`src/rtl/btb_update_ctrl_pkg.sv`:
```
`default_nettype none
// ============================================================================
//  Module      : btb_update_ctrl_pkg
//  Description : Shared BTB geometry, update-queue depth, FSM state encodings
//                and the PC-to-line-index select macro.
//  Revision    : 1.0 - initial release
// ============================================================================
package btb_update_ctrl_pkg;

    localparam int c_addr_width  = 32;
    localparam int c_btb_size    = 64;
    localparam int c_index_width = 6;
    localparam int c_queue_depth = 4;

    typedef enum logic [1:0] {
        ST_IDLE  = 2'd0,
        ST_DRAIN = 2'd1,
        ST_FLUSH = 2'd2
    } state_t;

endpackage

// Word-aligned PCs: the two LSBs never select a line.
`ifndef BTB_LINE_INDEX
`define BTB_LINE_INDEX(pc_sig, iw) pc_sig[(iw)+1:2]
`endif

`default_nettype wire

```
`src/rtl/btb_update_fifo.sv`:
```
`default_nettype none
// ============================================================================
//  Module      : btb_update_fifo
//  Description : Two-write / one-read update queue with occupancy and a
//                free-slot count that credits this cycle's pop.
//  Revision    : 1.0 - initial release
// ============================================================================
module btb_update_fifo
    import btb_update_ctrl_pkg::*;
#(
    parameter int WIDTH = 66,
    parameter int DEPTH = c_queue_depth
) (
    input  logic                     clk,
    input  logic                     rst,
    input  logic                     clear,
    input  logic                     push_a,
    input  logic [WIDTH-1:0]         data_a,
    input  logic                     push_b,
    input  logic [WIDTH-1:0]         data_b,
    input  logic                     pop,
    output logic [WIDTH-1:0]         head,
    output logic [$clog2(DEPTH):0]   count,
    output logic [$clog2(DEPTH):0]   free
);

    localparam int c_ptr_w = $clog2(DEPTH);
    localparam int c_cnt_w = c_ptr_w + 1;

    logic [WIDTH-1:0]   r_mem [DEPTH];
    logic [c_ptr_w-1:0] r_wr_ptr;
    logic [c_ptr_w-1:0] r_rd_ptr;
    logic [c_cnt_w-1:0] r_count;
    logic [c_ptr_w-1:0] w_wr_ptr_b;

    // push_b is only ever raised together with push_a, so it lands one slot later.
    assign w_wr_ptr_b = r_wr_ptr + c_ptr_w'(1);

    always_ff @(posedge clk) begin
        if (push_a) begin
            r_mem[r_wr_ptr] <= data_a;
        end
        if (push_b) begin
            r_mem[w_wr_ptr_b] <= data_b;
        end
    end

    always_ff @(posedge clk or negedge rst) begin
        if (!rst) begin
            r_wr_ptr <= '0;
            r_rd_ptr <= '0;
            r_count  <= '0;
        end else if (clear) begin
            r_wr_ptr <= '0;
            r_rd_ptr <= '0;
            r_count  <= '0;
        end else begin
            r_wr_ptr <= r_wr_ptr + c_ptr_w'(push_a) + c_ptr_w'(push_b);
            r_rd_ptr <= r_rd_ptr + c_ptr_w'(pop);
            r_count  <= r_count + c_cnt_w'(push_a) + c_cnt_w'(push_b) - c_cnt_w'(pop);
        end
    end

    assign head  = r_mem[r_rd_ptr];
    assign count = r_count;
    assign free  = c_cnt_w'(DEPTH) - r_count + c_cnt_w'(pop);

endmodule

`default_nettype wire

```
`src/rtl/btb_update_ctrl.sv`:
```
`default_nettype none
// ============================================================================
//  Module      : btb_update_ctrl
//  Description : Arbitrates ID and commit BTB updates through a small queue
//                onto the single BTB write port; sweeps the BTB on flush.
//  Revision    : 1.0 - initial release
// ============================================================================
module btb_update_ctrl
    import btb_update_ctrl_pkg::*;
#(
    parameter int ADDR_WIDTH  = c_addr_width,
    parameter int BTB_SIZE    = c_btb_size,
    parameter int INDEX_WIDTH = c_index_width,
    parameter int QUEUE_DEPTH = c_queue_depth
) (
    input  logic                   clk,
    input  logic                   rst,
    input  logic                   id_valid,
    input  logic                   id_is_jump,
    input  logic [ADDR_WIDTH-1:0]  id_pc,
    input  logic [ADDR_WIDTH-1:0]  id_target,
    input  logic                   cmt_valid,
    output logic                   cmt_ready,
    input  logic                   cmt_invalidate,
    input  logic                   cmt_is_jump,
    input  logic [ADDR_WIDTH-1:0]  cmt_pc,
    input  logic [ADDR_WIDTH-1:0]  cmt_target,
    input  logic                   flush_req,
    output logic                   flush_busy,
    output logic                   btb_write_en,
    output logic [INDEX_WIDTH-1:0] btb_index,
    output logic                   btb_valid,
    output logic                   btb_is_jump,
    output logic [ADDR_WIDTH-1:0]  btb_pc,
    output logic [ADDR_WIDTH-1:0]  btb_target,
    output logic [15:0]            drop_count
);

    localparam int c_entry_w = 2 + 2 * ADDR_WIDTH;
    localparam int c_cnt_w   = $clog2(QUEUE_DEPTH) + 1;

    state_t                 r_state;
    logic [INDEX_WIDTH-1:0] r_sweep_idx;
    logic                   r_live;
    logic [15:0]            r_drop_count;

    logic [c_entry_w-1:0]   w_cmt_entry;
    logic [c_entry_w-1:0]   w_id_entry;
    logic [c_entry_w-1:0]   w_push_a_data;
    logic [c_entry_w-1:0]   w_head;
    logic [c_cnt_w-1:0]     w_count;
    logic [c_cnt_w-1:0]     w_free;
    logic [c_cnt_w-1:0]     w_count_next;
    logic                   w_open;
    logic                   w_deq;
    logic                   w_cmt_push;
    logic                   w_id_push;
    logic                   w_id_drop;
    logic                   w_push_a;
    logic                   w_push_b;
    logic                   w_head_valid;
    logic                   w_head_jump;
    logic [ADDR_WIDTH-1:0]  w_head_pc;
    logic [ADDR_WIDTH-1:0]  w_head_target;

    assign w_cmt_entry = {~cmt_invalidate, cmt_is_jump, cmt_pc, cmt_target};
    assign w_id_entry  = {1'b1, id_is_jump, id_pc, id_target};
    assign {w_head_valid, w_head_jump, w_head_pc, w_head_target} = w_head;

    // A flush request wins over everything in its own cycle: no write, no accept.
    assign w_deq      = (r_state == ST_DRAIN) && !flush_req;
    assign w_open     = r_live && (r_state != ST_FLUSH) && !flush_req;
    assign cmt_ready  = w_open && (w_free != '0);
    assign w_cmt_push = cmt_valid && cmt_ready;
    assign w_id_push  = id_valid && w_open && (w_free > c_cnt_w'(w_cmt_push));
    assign w_id_drop  = id_valid && (r_state != ST_FLUSH) && !flush_req && !w_id_push;

    // Commit takes the first slot; ID rides in the second when both fit.
    assign w_push_a      = w_cmt_push || w_id_push;
    assign w_push_b      = w_cmt_push && w_id_push;
    assign w_push_a_data = w_cmt_push ? w_cmt_entry : w_id_entry;
    assign w_count_next  = w_count + c_cnt_w'(w_push_a) + c_cnt_w'(w_push_b) - c_cnt_w'(w_deq);

    btb_update_fifo #(
        .WIDTH (c_entry_w),
        .DEPTH (QUEUE_DEPTH)
    ) u_fifo (
        .clk    (clk),
        .rst    (rst),
        .clear  (flush_req),
        .push_a (w_push_a),
        .data_a (w_push_a_data),
        .push_b (w_push_b),
        .data_b (w_id_entry),
        .pop    (w_deq),
        .head   (w_head),
        .count  (w_count),
        .free   (w_free)
    );

    always_ff @(posedge clk or negedge rst) begin
        if (!rst) begin
            r_state      <= ST_IDLE;
            r_sweep_idx  <= '0;
            r_live       <= 1'b0;
            r_drop_count <= '0;
        end else begin
            r_live <= 1'b1;
            if (w_id_drop && (r_drop_count != 16'hFFFF)) begin
                r_drop_count <= r_drop_count + 16'd1;
            end
            if (flush_req) begin
                r_state     <= ST_FLUSH;
                r_sweep_idx <= '0;
            end else begin
                case (r_state)
                    ST_FLUSH: begin
                        if (r_sweep_idx == INDEX_WIDTH'(BTB_SIZE - 1)) begin
                            r_state     <= ST_IDLE;
                            r_sweep_idx <= '0;
                        end else begin
                            r_sweep_idx <= r_sweep_idx + INDEX_WIDTH'(1);
                        end
                    end
                    default: begin
                        r_state <= (w_count_next != '0) ? ST_DRAIN : ST_IDLE;
                    end
                endcase
            end
        end
    end

    // The write port is fed straight from state flops and the queue head, so
    // an entry enqueued this cycle is written in the next.
    always_comb begin
        btb_write_en = 1'b0;
        btb_index    = '0;
        btb_valid    = 1'b0;
        btb_is_jump  = 1'b0;
        btb_pc       = '0;
        btb_target   = '0;
        if (!flush_req) begin
            if (r_state == ST_DRAIN) begin
                btb_write_en = 1'b1;
                btb_index    = `BTB_LINE_INDEX(w_head_pc, INDEX_WIDTH);
                btb_valid    = w_head_valid;
                btb_is_jump  = w_head_jump;
                btb_pc       = w_head_pc;
                btb_target   = w_head_target;
            end else if (r_state == ST_FLUSH) begin
                btb_write_en = 1'b1;
                btb_index    = r_sweep_idx;
            end
        end
    end

    assign flush_busy = (r_state == ST_FLUSH);
    assign drop_count = r_drop_count;

endmodule

`default_nettype wire

```
`config.mk`:
```
export PLATFORM = sky130hd
export DESIGN_NAME = btb_update_ctrl
export DESIGN_NICKNAME = d
export VERILOG_FILES = /design/src/rtl/btb_update_ctrl_pkg.sv /design/src/rtl/btb_update_fifo.sv /design/src/rtl/btb_update_ctrl.sv
export SDC_FILE = /design/constraint.sdc
export NUM_CORES = 1
export LEC_CHECK = 0
export BUFFER_PORTS_ARGS = -buffer_cell sky130_fd_sc_hd__buf_2
export CAP_MARGIN = 25
export CORE_MARGIN = 1.5
export CORE_UTILIZATION = 50
export DETAILED_ROUTE_END_ITERATION = 12
export PLACE_DENSITY = 0.74
export SYNTH_ARGS = -nofsm -noshare
export SYNTH_HDL_FRONTEND = slang
export SYNTH_SLANG_ARGS = --single-unit
```
`constraint.sdc`:
```
create_clock -name clk -period 12 [get_ports clk]
set_input_delay 1.2 -clock clk [delete_from_list [all_inputs] [get_ports clk]]
set_output_delay 1.2 -clock clk [all_outputs]
set_load 0.01 [all_outputs]
```
# Yosys cells after proc, flatten, opt, wreduce, memory -nomap -nowiden
# Memory sizes are Yosys's and may differ from the RTL's.
# Index checks and enable logic that the tools add are counted.
dict set report totals {
  register_bits 32
  mem_bits_rw 264
  in_bits 136
  output_inout_bits 91
  n_memories 1
}
# memory words width rd rd_ports_with_merged_regs wr line
set mem_list {}
lappend mem_list {u_fifo.r_mem 4 66 1 0 2 btb_update_fifo.sv:30} ;# logic [WIDTH-1:0] r_mem [DEPTH];
dict set report op_classes {
  add_sub_neg 11
  magnitude_cmp 1
  n_eq_ne 6
  muxes 29
  n_bitwise 1
  reduce_logical 18
}
# operator n
set ops {}
lappend ops {{2-to-1 mux 32 bit} 4}
lappend ops {{2-to-1 mux 66 bit} 1}
lappend ops {{2-to-1 mux 6 bit} 6}
lappend ops {{adder 16 x 1 -> 16 bit, second input constant} 1}
lappend ops {{inequality test 16 bit, second input constant} 1}
lappend ops {{logical AND 1 bit} 12}
lappend ops {{2-to-1 mux 1 bit} 12}
lappend ops {{2-to-1 mux 2 bit} 5}
lappend ops {{adder 3 x 1 -> 3 bit} 3}
lappend ops {{adder 2 x 1 -> 2 bit} 3}
lappend ops {{adder 6 x 1 -> 6 bit, second input constant} 1}
lappend ops {{equality test 6 bit, second input constant} 1}
lappend ops {{nonzero test 3 bit} 2}
lappend ops {{greater-than comparator 3 x 1 -> 1 bit} 1}
lappend ops {{2-to-1 mux 3 bit} 1}
lappend ops {{inequality test 3 x 2 -> 1 bit, second input constant} 1}
lappend ops {{subtractor 3 x 1 -> 3 bit} 1}
lappend ops {{subtractor 3 bit, first input constant} 1}
lappend ops {{adder 2 x 1 -> 2 bit, second input constant} 1}
lappend ops {{equality test 2 x 1 -> 1 bit, second input constant} 1}
lappend ops {{equality test 2 bit, second input constant} 1}
lappend ops {{logical NOT 1 bit} 2}
lappend ops {{inequality test 2 bit, second input constant} 1}
lappend ops {{nonzero test 2 bit} 1}
lappend ops {{other kinds (2)} 2}

# Depth between registers and ports, before layout
# Gate-level depths: netlist (run 1).
dict set report depth {
  depth_word 16
  ltp_mapped 23
  mapped_depth_nobuf 21
}

# Cells and area by module
# From an unflattened synthesis (run 1), not the netlist that was laid out.
dict set report unflattened {
  cells_unflattened 1117
  hier_area_um2 15861.5
}
# module instances cells_per_inst area_each_um2
set modules_own_cells {}
lappend modules_own_cells {btb_update_fifo 1 679 13095.1}
lappend modules_own_cells {btb_update_ctrl 1 438 2766.4}

# Worst setup path before layout (run 1)
# No wires, ideal clock.
dict set report synth_path {
  path_kind {input -> register}
  start {in flush_req}
  end {mem u_fifo.r_mem[1][0], enable pin}
  setup_ns 0.578
  arrival_ns 7.070
  t_required_ns 11.422
  slack_ns 4.352
  cell_stages 9
  n_path_buf 2
  cell_sequence {clkbuf_2 > nand2b_1 > ha_1 > inv_1 > ha_1 > xor2_4 > o31ai_4 > buf_6 > o21ai_0}
}
# item line
set synth_rtl {}
lappend synth_rtl {{from (decl)} btb_update_ctrl.sv:28} ;# input logic flush_req,
lappend synth_rtl {{to (decl)} btb_update_fifo.sv:30}

==> run_results.csv, run 1 <==
group,metric,value,unit
floorplan,core,28900,um^2
critical_path,crit_path_max_incr_delay,860,ps
logic_synthesis,netlist.top_cell.by_area,"edfxtp_1",
cts,ctsHoldBuffers,0,
logic_synthesis,ys_seq_elements,296,
cts,tritoncts,"built",
sta,period_share,51.0,%
logic_synthesis,synthXorXnorAreaFrac,1.44,%
logic_synthesis,synth_top_family_by_area,"compound AO/OA/AOI/OAI gates",
placement,dp_hpwl,23.0,mm
logic_synthesis,synth_flop_cell,"edfxtp_1",
cts,cts_htree_levels,1,
floorplan,dieArea,30500,um^2
logic_synthesis,synthArstFlopShare,10.8,%
critical_path,path_common_cell,"ha_1",
sta,setup_tns,0,ps
critical_path,crit_chain,"buf_2 -> nand2b_1 -> ha_1 -> inv_1 -> ha_1 -> xor2_4 -> o31ai_4 -> inv_1 -> ha_1 -> nor3_1 -> o311ai_4 -> nor2_1 -> a21oi_1 -> o21ai_4 -> buf_4",
sta,rsz0062_at_grt,"false",
detailed_routing,dr.first_iter.drc_count,826,
cells_and_area,layout.nets,1316,
floorplan,start_util,51.0,%
grt,gr-usage-met1,32.6,%
logic_synthesis,syn_area,14700,um^2
cts,worstSkewPairLatency,560,ps
floorplan,die_width,175,um
power_and_ir_drop,vdd_drop_max,0.0999,mV
critical_path,start_kind,"input port",
detailed_routing,via_count,9890,
logic_synthesis,synth_compound_area_share,17.0,%
logic_synthesis,synth_area_leaders,"edfxtp_1, a22o_1, mux4_2",
critical_path,critical_path.slowest_cell,"o31ai_4",
grt,antenna_found_initial,12,
cts,cts_resized,0,
grt,grt_pass1_vias,10200,
placement,portBuffers,226,
detailed_routing,viasPerCell,6.23,
floorplan,pin_count,227,
detailed_routing,drc_errors,0,
sta,setup_viol,0,
logic_synthesis,synth_edf_count,260,
floorplan,row_count,62,
logic_synthesis,synthMuxAreaShare,10.3,%
critical_path,cp.arrival,6300,ps
cts,numClockSinks,296,
sta,hold_viol,0,
sta,final_max_slew_viol_count,0,
grt,grt_use_met2,43.5,%
logic_synthesis,yosys.area_share.simple,7.07,%
cells_and_area,stdcell_area,17100,um^2
grt,track_usage,25.2,%
grt,grt_busiest_layer,"met2",
logic_synthesis,yosysTopAreaCellShare,53.0,%
power_and_ir_drop,p_per_area,153,nW/um^2
sta,tightest_slew,1060,ps
grt,grt_max_degree,68,
cts,cts-root-buf,"clkbuf_16",
cells_and_area,area_delta_synth_final,16.2,%
detailed_routing,firstDrtPassIters,5,
grt,gr-usage-met3,4.20,%
detailed_routing,detail-route-antenna-nets,0,
placement,gp_congestion,0.807,
placement,dpl_cell_area,16100,um^2
cts,cts_made_buffers,31,
critical_path,endpoint_kind,"flip-flop",
sta,max_freq,163,MHz
logic_synthesis,synthAdderAreaFrac,1.17,%
logic_synthesis,yosysMostFrequentCell,"edfxtp_1",
logic_synthesis,yosys-top-cells-count,"edfxtp_1, a22o_1, and2_1",
detailed_routing,wl_per_cell,24.4,um
grt,grt_remaining_overflow,0,
cts,clk_pin_slew,60,ps
sta,timing.slew.headroom,29.6,%
cts,clockBufferDepth,3,
logic_synthesis,synth_nets,1120,
logic_synthesis,synth_cell_types,53,
detailed_routing,drt-total-wl,38.7,mm
logic_synthesis,synth_area_per_cell,15.2,um^2
outcome,status,"finished clean",
cts,cts_setup_buffers,0,
flow_run,drv_cap,0,
sta,fin_skew,17.4,ps
logic_synthesis,syn_inst,972,
logic_synthesis,ys_seq_area_share,59.0,%
power_and_ir_drop,leakagePower,6.56,nW
critical_path,required,12190,ps
logic_synthesis,ys_warn_count,0,
critical_path,cp_max_fo,36,
critical_path,path_class,"in2reg",
floorplan,die_h,175,um
min_path,min_path_type,"reg2reg",
cells_and_area,drive_above_1_share,32.1,%
grt,grt_pass1_wl,59.1,mm
sta,period_needed,6120,ps
==> cells in the final DEF, fill, tap and decap left out, types with 5 or more instances in the layout <==
master	synthesis	routed
inv_1	12	11
mux4_2	66	66
xor2_1	12	12
dfrtp_1	32	30
ha_1	9	9
buf_4	7	17
clkbuf_1	25	5
buf_2	22	226
diode_2	0	12
a22o_1	250	250
clkinv_1	0	6
a21o_1	7	7
nand2_1	22	22
edfxtp_1	260	260
clkbuf_16	0	31
nor2_1	24	22
nand3_1	41	41
and2_1	67	67
clkinv_2	0	8
nand4_1	7	7
nor3_1	11	11
xnor2_1	9	9
==> flip-flops by register name, indices dropped and copies added (netlist names) <==
| name | cells |
|---|---|
| r_live | 1 |
| u_fifo.r_rd_ptr | 2 |
| u_fifo.r_wr_ptr | 2 |
| u_fifo.r_mem | 264 |
| r_sweep_idx | 6 |
| u_fifo.count | 3 |
| drop_count | 16 |
| r_state | 2 |
==> cell families (layout without fill, tap and decap cells) <==
| kind of cell | count (synthesis) | after routing |
|---|---|---|
| AOI/OAI and AO/OA | 284 | 284 |
| xor gates and xnor gates | 22 | 22 |
| adders and majority gates | 12 | 12 |
| buffers and inverters | 96 | 315 |
| DFF | 296 | 296 |
| muxes | 69 | 69 |
| other | 1 | 13 |
| and+or+nand+nor | 192 | 192 |
==> per-layer routing <==
| metal | vias to the layer above | wire (um) |
|---|---|---|
| li1 | 4372 | - |
| met1 | 5015 | 15100 |
| met2 | 434 | 19400 |
| met3 | 65 | 3180 |
| met4 | 4 | 986 |
| met5 | - | 21 |
==> area by class of cell <==
cell class | instances | area (um^2)
Antenna cell | 12 | 30.0
Clock buffer | 36 | 795
Clock inverter | 20 | 199
Fill cell | 2298 | 11700
Inverter | 13 | 53.8
Multi-Input combinational cell | 580 | 5540
Sequential cell | 296 | 8700
Tap cell | 384 | 480
Timing Repair Buffer | 246 | 1330
==> critical path, delay by kind of cell <==
kind / cells / cell delay (ps)
adder cells (fa/ha/maj): 3 / 860
XOR/XNOR: 1 / 240
AND/OR/NAND/NOR: 3 / 1150
buffers and inverters: 4 / 1380
AO/OA/AOI/OAI: 4 / 1430
==> stage by stage <==
| step | total power [mW] | utilization [%] | setup slack [ps] | hold slack [ps] | instances |
|---|---|---|---|---|---|
| after global placement | 1.67 | 55.6 | 5390 | 477 | 1516 |
| after global routing | 2.70 | 59.3 | 5530 | 508 | 1582 |
| after floorplan | 1.54 | - | 4350 | 476 | 972 |
| final | 2.61 | 59.3 | 5880 | 488 | 1587 |
| after CTS | 2.63 | 59.1 | 5810 | 495 | 1573 |
| after detailed placement | 1.69 | 55.6 | 5270 | 486 | 1517 |
==> worst paths after layout <==
| kind | start | to | slack, ps | cells past startpoint |
|---|---|---|---|---|
| worst max-delay path | flush_req | u_fifo.r_mem[3][20] | 5880 | 15 |
| worst min-delay path | drop_count[14] | drop_count[14] | 490 | 1 |
| worst max register to register | r_state[1] | u_fifo.r_mem[3][20] | 6250 | 16 |
| worst min register to register | drop_count[14] | drop_count[14] | 490 | 1 |
| max in group asynchronous | rst | u_fifo.r_rd_ptr[0] | 10770 | 1 |
| min in group asynchronous | rst | drop_count[4] | 680 | 1 |
==> where the power goes <==
group          internal (mW)  switching (mW)  total (mW)
Sequential              1.20          0.0395        1.24
Combinational          0.175           0.248       0.423
Clock                  0.556           0.393       0.949
Total                   1.93           0.680        2.61
(Power assumes the default switching activity.)
==> run 2, diff against run 1 <==
--- a/config.mk
+++ b/config.mk
@@ -5,12 +5,13 @@
 export SDC_FILE = /design/constraint.sdc
 export NUM_CORES = 1
 export LEC_CHECK = 0
+export ABC_AREA = 1
 export BUFFER_PORTS_ARGS = -buffer_cell sky130_fd_sc_hd__buf_2
 export CAP_MARGIN = 25
 export CORE_MARGIN = 1.5
 export CORE_UTILIZATION = 50
 export DETAILED_ROUTE_END_ITERATION = 12
-export PLACE_DENSITY = 0.74
+export PLACE_DENSITY = 0.75
 export SYNTH_ARGS = -nofsm -noshare
 export SYNTH_HDL_FRONTEND = slang
 export SYNTH_SLANG_ARGS = --single-unit
==> constraint.sdc (replaced) <==
create_clock -name clk -period 5.1 [get_ports clk]
set_input_delay 0.51 -clock clk [delete_from_list [all_inputs] [get_ports clk]]
set_output_delay 0.51 -clock clk [all_outputs]
set_load 0.01 [all_outputs]
==> run 2 against run 1 <==
  * Via count rose by 63%
  * Register-to-register slack got worse by 5700 ps
  * Largest cell class unchanged
  * Synthesized cell count increased by 120%
  * Cell area up 13%
  * Sequential share of layout area fell by 5.9 points
  * Worst hold slack worse by 420 ps
  * Core utilization shrank 1.4 points
  * Critical endpoint is now u_fifo.r_mem[3][3]
  * Non-clock buffer count increased by 13
  * Clock power grew to 2.6 times the previous value
==> run_results.csv, run 2 <==
group,metric,value,unit
outcome,status,"finished clean",
flow_run,drv_cap,0,
critical_path,start_kind,"flip-flop",
grt,grt_pass1_vias,15600,
placement,portBuffers,226,
cts,numClockSinks,296,
logic_synthesis,syn_inst,2173,
sta,hold_viol,0,
grt,antenna_found_initial,1,
cells_and_area,regMostFlops,"u_fifo.r_mem",
cells_and_area,drive_above_1_share,14.3,%
logic_synthesis,yosys.area_share.simple,34.8,%
logic_synthesis,synthMuxAreaShare,0,%
detailed_routing,detail-route-antenna-nets,0,
detailed_routing,dr.first_iter.drc_count,1973,
sta,max_freq,219,MHz
logic_synthesis,syn_area,17000,um^2
grt,grt_max_degree,105,
critical_path,reg2reg_slack,540,ps
critical_path,worst-r2r-cell-count,22,
logic_synthesis,yosysTopAreaCellShare,46.1,%
logic_synthesis,ys_seq_elements,296,
cells_and_area,layout_common_cells,"nand2_1, nor2_1, nand3_1",
sta,fin_hold_ws,73.0,ps
sta,period_needed,4560,ps
detailed_routing,viasPerCell,5.81,
logic_synthesis,synth_compound_area_share,6.50,%
min_path,min_path_type,"in2async",
grt,track_usage,30.1,%
logic_synthesis,synthArstFlopShare,10.8,%
sta,tightest_slew,1030,ps
cts,clockBufferDepth,3,
sta,setup_viol,0,
floorplan,pin_count,227,
detailed_routing,drc_errors,0,
floorplan,die_width,187,um
placement,dp_worst_setup_slack,366,ps
sta,rsz0062_at_grt,"false",
logic_synthesis,ys_warn_count,0,
logic_synthesis,synthXorXnorAreaFrac,0.827,%
floorplan,start_util,50.7,%
logic_synthesis,synth_area_leaders,"edfxtp_1, nand2_1, nand3_1",
cells_and_area,layout.nets,2450,
logic_synthesis,netlist.top_cell.by_area,"edfxtp_1",
sta,fin_skew,9.30,ps
detailed_routing,drt-total-wl,53.4,mm
sta,final_max_slew_viol_count,0,
logic_synthesis,synth_area_per_cell,7.80,um^2
cts,clk_pin_slew,60,ps
power_and_ir_drop,p_per_area,342,nW/um^2
cts,cts_made_buffers,34,
critical_path,r2r-start,"r_state[1]",
sta,timing.slew.headroom,31.4,%
logic_synthesis,yosysMostFrequentCell,"nand2_1",
critical_path,cp_max_fo,78,
critical_path,r2r_end,"u_fifo.r_mem[3][3]",
critical_path,path_class,"reg2reg",
logic_synthesis,ys_seq_area_share,51.3,%
detailed_routing,firstDrtPassIters,6,
cts,worstSkewPairLatency,510,ps
logic_synthesis,synth_cell_types,31,
critical_path,endpoint_kind,"flip-flop",
detailed_routing,wl_per_cell,19.2,um
critical_path,cp.arrival,4740,ps
placement,dpl_cell_area,18200,um^2
floorplan,row_count,67,
logic_synthesis,synthAdderAreaFrac,1.02,%
detailed_routing,via_count,16100,
sta,setup_tns,0,ps
power_and_ir_drop,total_power,6.61,mW
grt,grt_pass1_wl,83.7,mm
cells_and_area,final_common_cell,"nand2_1",
logic_synthesis,synth_edf_count,260,
cts,cts_htree_levels,2,
placement,dp_hpwl,30.5,mm
floorplan,die_h,187,um
critical_path,required,5270,ps
cts,cts-root-buf,"clkbuf_16",
logic_synthesis,synth_flop_cell,"edfxtp_1",
cts,tritoncts,"built",
cells_and_area,area_delta_synth_final,14.2,%
cells_and_area,stdcell_area,19400,um^2
floorplan,core,33400,um^2
power_and_ir_drop,leakagePower,9.02,nW
floorplan,dieArea,35000,um^2
sta,setup_ws,537,ps
logic_synthesis,synth_top_family_by_area,"simple AND/OR/NAND/NOR gates",
power_and_ir_drop,vdd_drop_max,0.265,mV
cts,cts_setup_buffers,0,
cells_and_area,fill_cells,2942,
grt,grt_remaining_overflow,0,
sta,period_share,89.5,%
logic_synthesis,synth_nets,2321,
logic_synthesis,yosys-top-cells-count,"nand2_1, nor2_1, nand3_1",
placement,gp_congestion,0.870,
cells_and_area,largest_register_ffs,264,
==> run 2: cell types whose count changed in the layout (fill, tap and decap cells not counted), sizes merged, moves of 13 or more <==
cell    previous run  this run
clkbuf            36        49
nor2              27       300
nand4              7        68
nand2             23       769
mux4              66         0
a22o             250         0
o21ai              7       145
nand3             41       281
and2              67         0
inv               12        43
buf              246       259
a21oi              3        61
==> run 2: logic make-up after synthesis <==
family	Yosys count
simple gates	1421
flops	296
compound gates	217
buf+inv	210
xor+xnor	16
fa+ha+maj	12
other cells	1
==> run 2: what timing repair did <==
item / CTS / global route
setup endpoints to repair: 0 / 103
hold buffers: 0 / 0
resized for setup: 0 / 2
==> run 2: worst max-delay path by stage <==
stage               startpoint                  end  slack [ps]  cells after the start
global route        r_state[1]  u_fifo.r_mem[0][51]         200                     22
CTS                 r_state[1]   u_fifo.r_mem[3][0]         350                     22
finish              r_state[1]   u_fifo.r_mem[3][3]         540                     22
detailed placement  r_state[1]  u_fifo.r_mem[2][63]         370                     22
global placement    r_state[1]  u_fifo.r_mem[3][62]         540                     22
floorplan           r_state[1]           r_state[0]          40                     33
==> run 2: per-stage QoR <==
stage	cells	utilization, %
floorplan	2173	-
global placement	2714	54.5
detailed placement	2714	54.5
CTS	2776	57.9
global route	2776	57.9
finish	2777	57.9
==> run 2: routing by layer <==
| layer | part of all wire (%) | vias to the layer above | global-route usage (%) |
|---|---|---|---|
| met1 | 37 | 7426 | 39.1 |
| met4 | 3.2 | 2 | 11.9 |
| li1 | - | 7534 | - |
| met3 | 12 | 139 | 5.35 |
| met2 | 48 | 1040 | 50.1 |
| met5 | 0.013 | - | 0 |
==> run 2: critical path, stage by stage, from the launching register on <==
cell,delay (ps)
dfrtp_1,390
inv_1,70
ha_1,260
inv_1,100
nor2_1,210
inv_2,60
ha_1,170
inv_1,50
ha_1,230
nor2_1,200
nand3_4,110
nand3_4,70
inv_1,60
ha_1,290
nor2_1,100
nor2_1,50
nand2_1,70
nand2_2,110
nor2_4,140
buf_6,470
nand2_1,210
nand2_4,370
buf_12,350
==> run 2: final cells by class <==
class                      count  area [um^2]  share of cell area (%)
sequential                   296         8690                    44.9
clock buffer                  49         1010                    5.22
inverter                      44          166                   0.859
clock inverter                13          109                   0.562
antenna                        1         2.50                  0.0129
tap                          448          561                    2.89
timing repair buffer         259         1440                    7.42
multi-input combinational   1667         7380                    38.1
==> run 2: where the power goes <==
part           internal, mW  leakage, nW  switching, mW  total (mW)
combinational         0.315         5.52          0.990        1.30
sequential             2.77         2.95         0.0703        2.84
clock                  1.48        0.554          0.985        2.46
